<file path="src/rtl/des_round_sequencer.sv">
// des_round_sequencer: walks one shared DES round function through
// the 16 rounds of a block, deriving each round key from C/D on the fly.
`timescale 1ns/1ps
module des_round_sequencer (
   input  logic        clk,
   input  logic        rst,
   input  logic        in_valid,
   output logic        in_ready,
   input  logic [31:0] in_L,
   input  logic [31:0] in_R,
   input  logic [55:0] in_key,
   input  logic        in_decrypt,
   output logic        out_valid,
   input  logic        out_ready,
   output logic [31:0] out_L,
   output logic [31:0] out_R,
   output logic        rf_start,
   output logic [31:0] rf_L,
   output logic [31:0] rf_R,
   output logic [47:0] rf_Kn,
   input  logic        rf_done,
   input  logic [31:0] rf_L_out,
   input  logic [31:0] rf_R_out
);

   typedef enum logic [1:0] {
      S_IDLE,
      S_ISSUE,
      S_WAIT,
      S_OUTPUT
   } state_t;

   state_t      state_q, state_d;
   logic [31:0] l_q, r_q;
   logic [27:0] c_q, d_q;
   logic [3:0]  round_q;
   logic        dec_q;
   logic        accept, take, last, one_step;

   // DES bit 1 is the MSB, so "rotate left" moves bits toward [27]
   function automatic logic [27:0] rot(
      input logic [27:0] x,
      input logic        right,
      input logic        two
   );
      logic [27:0] y;
      unique case ({right, two})
         2'b00: y = {x[26:0], x[27]};
         2'b01: y = {x[25:0], x[27:26]};
         2'b10: y = {x[0], x[27:1]};
         2'b11: y = {x[1:0], x[27:2]};
      endcase
      return y;
   endfunction

   function automatic logic [47:0] pc2(input logic [55:0] cd);
      return {
         cd[56-14], cd[56-17], cd[56-11], cd[56-24],
         cd[56-1],  cd[56-5],  cd[56-3],  cd[56-28],
         cd[56-15], cd[56-6],  cd[56-21], cd[56-10],
         cd[56-23], cd[56-19], cd[56-12], cd[56-4],
         cd[56-26], cd[56-8],  cd[56-16], cd[56-7],
         cd[56-27], cd[56-20], cd[56-13], cd[56-2],
         cd[56-41], cd[56-52], cd[56-31], cd[56-37],
         cd[56-47], cd[56-55], cd[56-30], cd[56-40],
         cd[56-51], cd[56-45], cd[56-33], cd[56-48],
         cd[56-44], cd[56-49], cd[56-39], cd[56-56],
         cd[56-34], cd[56-53], cd[56-46], cd[56-42],
         cd[56-50], cd[56-36], cd[56-29], cd[56-32]
      };
   endfunction

   assign accept   = (state_q == S_IDLE) && in_valid;
   assign take     = (state_q == S_WAIT) && rf_done;
   assign last     = (round_q == 4'd15);
   // round_q+2 is the DES round being prepared; single shift at 2, 9, 16
   assign one_step = (round_q == 4'd0) || (round_q == 4'd7) ||
                     (round_q == 4'd14);

   always_comb begin
      state_d   = state_q;
      in_ready  = 1'b0;
      rf_start  = 1'b0;
      out_valid = 1'b0;
      unique case (state_q)
         S_IDLE: begin
            in_ready = 1'b1;
            if (in_valid) state_d = S_ISSUE;
         end
         S_ISSUE: begin
            rf_start = 1'b1;
            state_d  = S_WAIT;
         end
         S_WAIT: begin
            if (rf_done) state_d = last ? S_OUTPUT : S_ISSUE;
         end
         S_OUTPUT: begin
            out_valid = 1'b1;
            if (out_ready) state_d = S_IDLE;
         end
      endcase
   end

   always_ff @(posedge clk) begin
      if (rst) begin
         state_q <= S_IDLE;
         l_q     <= '0;
         r_q     <= '0;
         c_q     <= '0;
         d_q     <= '0;
         round_q <= '0;
         dec_q   <= 1'b0;
      end else begin
         state_q <= state_d;
         if (accept) begin
            l_q     <= in_L;
            r_q     <= in_R;
            dec_q   <= in_decrypt;
            round_q <= '0;
            c_q     <= in_decrypt ? in_key[55:28] :
                                    rot(in_key[55:28], 1'b0, 1'b0);
            d_q     <= in_decrypt ? in_key[27:0] :
                                    rot(in_key[27:0], 1'b0, 1'b0);
         end else if (take) begin
            l_q <= rf_L_out;
            r_q <= rf_R_out;
            if (!last) begin
               round_q <= round_q + 4'd1;
               c_q     <= rot(c_q, dec_q, !one_step);
               d_q     <= rot(d_q, dec_q, !one_step);
            end
         end
      end
   end

   assign rf_L  = l_q;
   assign rf_R  = r_q;
   assign rf_Kn = pc2({c_q, d_q});
   assign out_L = r_q;
   assign out_R = l_q;

endmodule

</file>
<file path="config.mk">
export PLATFORM = sky130hd
export DESIGN_NAME = des_round_sequencer
export DESIGN_NICKNAME = d
export VERILOG_FILES = /design/src/rtl/des_round_sequencer.sv
export SDC_FILE = /design/constraint.sdc
export NUM_CORES = 1
export LEC_CHECK = 0
export ABC_AREA = 1
export CAP_MARGIN = 20
export CELL_PAD_IN_SITES_DETAIL_PLACEMENT = 1
export CELL_PAD_IN_SITES_GLOBAL_PLACEMENT = 2
export CORE_MARGIN = 4
export CORE_UTILIZATION = 23
export DETAILED_ROUTE_END_ITERATION = 8
export GPL_TIMING_DRIVEN = 0
export PLACE_DENSITY = 0.95
export SLEW_MARGIN = 30
export SYNTH_ARGS = -nofsm -noshare
export SYNTH_HDL_FRONTEND = slang
export SYNTH_SLANG_ARGS = --single-unit
</file>
<file path="constraint.sdc">
create_clock -name clk -period 2.36 [get_ports clk]
set_input_delay 0.236 -clock clk [delete_from_list [all_inputs] [get_ports clk]]
set_output_delay 0.236 -clock clk [all_outputs]
set_load 0.05 [all_outputs]
</file>
==> metrics.txt <==
outcome=finished clean; maximum number of pins on one net before global-route repair=17; starting density of the core=23.5%; Hold EP=out_L[10]$_SDFFE_PP0P_; routability cong.=between 0.8 and 0.9; postcts setup bufs=0; Max Fanout on Critical Path=6; total CTS buffers=17; RSZ-0062 raised after global routing=no; share of the synthesized area in the top cell type=between 20% and 30%; worst reg2reg startpoint=state_q[1]$_SDFFE_PP0P_; core area=approximately 37000 sq um; P&R area growth vs syn=56.7%; CTS HTree Levels=4; CP arrival=around 2.0 ns; worst reg2reg path depth=7; Syn Nets=between 1500 and 2000; max cap viols=0; CTS tree=yes; Die W=between 200 and 250 microns; worst path required time=between 2 and 2.5 ns; FP Rows=70; Hold Slack=0.456 ns; PnR worst setup slack=around 0.16 ns; Avg Cell Area, Syn=between 6 and 7 sq um; Slew @ Worst Pin=just over 0.9 ns; initial antenna violation count=9; Post-DP HPWL=~35 mm; FF-to-FF End=d_q[18]$_SDFFE_PP0P_; worst hold path type=in -> reg; ys async rst share=0%; drt initial violations=631; overall power=between 9 and 10 mW; largest area contributor in the netlist=dfxtp_1; count leader, synth=nor2_1; Clock Sinks=between 100 and 150; Slew Limit Fails=0; grt total ovfl=0; clk slew on worst S/H paths=around 0.06 ns; via count=10800; minimum clock period=around 2.2 ns; DR WL/cell=19.1 microns; Yosys warning count=0; max_slew headroom=approximately two fifths; Routed WL=about 44 mm; Clock Latency Late Sink=0.42 ns; first-pass GRT wire length=66.7 mm; residual DRC count=0; Final Cell Area=between 10000 and 15000 sq um; synth unique cells=30; hold path cells=3; Final ANT Viol Nets=0; Mapped Cells=about 1400; number of synthesized flops with an enable pin=0; CP Launch Type=flop; die area=between 40000 and 50000 sq um; Power Dens Cells=704 nW/um^2; synth cell count leaders=nor2_1 (220), nand2_1 (213), a21oi_1 (207); Cell Area, Placed=about 13000 sq um; Layout Skew=approximately 0.013 ns; Synth area leaders=dfxtp_1 (29%), a21oi_1 (12%), buf_4 (11%), nor2_1 (9.5%), nand2_1 (9.2%); Max IR drop VDD=395 uV; ys flop type=dfxtp_1; Seq cells post-synth=between 100 and 150; Port Buffer Count=around 370; layout cell share with drive strength beyond 1=a little under an eighth; length of the first detailed-routing pass in iterations=5; sequential-to-total area share from yosys stat=between 20% and 30%; CP Launch Point=c_q[25]$_SDFFE_PP0P_; Crit Path Class=reg -> out; CTS Buffer Depth=2; Top Ports=roughly 370; Fin. Hold Viols=0; number of global-route vias before repair=~11000; pre-CTS WS=~0.0099 ns; hold path start=in_R[10]; Crit. End Element=output pin; Final setup viols=0; # nets final=~2000; worst reg2reg setup slack=~0.33 ns; Fin Setup TNS=0 ns; Mapped Area=8670 sq um; Max Clock Freq=around 450 MHz; final period utilization=between 90% and 100%; via/cell ratio=~4.7; gr usage total=roughly a fifth; leakage=between 5 and 6 nW; clock root cell=clkbuf_16; die height=a little over 200 microns
[area by class of cell]
class	count	area, sq um
antenna	8	20.0
buffer	217	1360
clock buffer	21	460
clock inverter	10	138
fill	4654	23300
inverter	97	364
multi-input combinational	958	4400
sequential	127	2540
tap	504	631
timing repair buffer	366	3660
[what timing repair did]
| item | CTS | global route |
|---|---|---|
| endpoints found under the setup margin | 0 | 1 |
| hold buffers | 0 | 0 |
| gates resized for setup | 0 | 2 |
[worst max-delay path: stages, from the launching register on]
cell,delay [ns]
dfxtp_1,0.50
buf_4,0.17
clkdlybuf4s50_1,0.87
[cell usage in the layout (no fill, tap or decap), drive strengths merged, types with 30 or more instances in the layout]
cell type	Yosys	final
clkdlybuf4s50	0	366
nor2	223	223
nand2	215	215
a21oi	207	207
o21ai	177	177
buf	167	167
dfxtp	127	127
inv	96	96
nand3	91	91
clkbuf	50	71
a211oi	30	30
[registers in the layout, summed over array words and instances, names as in the netlist]
name	cells
out_L	32
out_R	32
c_q	28
d_q	28
round_q	4
state_q	2
dec_q	1
[cell families (layout without fill, tap and decap cells)]
| logic type | Yosys count | in the layout | share of synthesized area (%) |
|---|---|---|---|
| adders and majority gates | 3 | 3 | 0.433 |
| AOI/OAI and AO/OA | 415 | 415 | 24.9 |
| other | 0 | 8 | 0 |
| and+or+nand+nor | 540 | 540 | 25.5 |
| buffers and inverters | 314 | 711 | 19.9 |
| DFF | 127 | 127 | 29.3 |
[power breakdown]
| group | switching, mW | internal, mW | leakage, nW |
|---|---|---|---|
| logic | 2.55 | 1.54 | 4.20 |
| registers | 0.314 | 2.38 | 1.04 |
| clock network | 1.07 | 1.71 | 0.289 |
| total | 3.93 | 5.63 | 5.54 |
[per-layer routing]
layer | global-route usage, % | share of wire [%] | wire (microns)
met1 | 24.3 | 42 | 18600
met5 | 0 | 0.025 | 11
met4 | 9.55 | 3.9 | 1710
met3 | 4.75 | 5.5 | 2420
met2 | 35.7 | 49 | 21400
[how the worst max path moves through the flow]
stage | to | slack, ns
6_report | rf_Kn[41] | 0.16
5_1_grt | rf_Kn[41] | 0.05
4_1_cts | rf_Kn[41] | 0.09
3_5_place_dp | c_q[0]$_SDFFE_PP0P_ | 0.01
3_3_place_gp | c_q[0]$_SDFFE_PP0P_ | 0.05
2_1_floorplan | out_R[2]$_SDFFE_PP0P_ | 0.56
[stage by stage]
| stage | utilization, % | std cells |
|---|---|---|
| after floorplan | - | 1399 |
| after global placement | 35.2 | 2269 |
| after detailed placement | 35.2 | 2269 |
| after CTS | 36.8 | 2300 |
| after global routing | 36.8 | 2307 |
| final | 36.8 | 2308 |
Power figures use the tool's default switching activity.
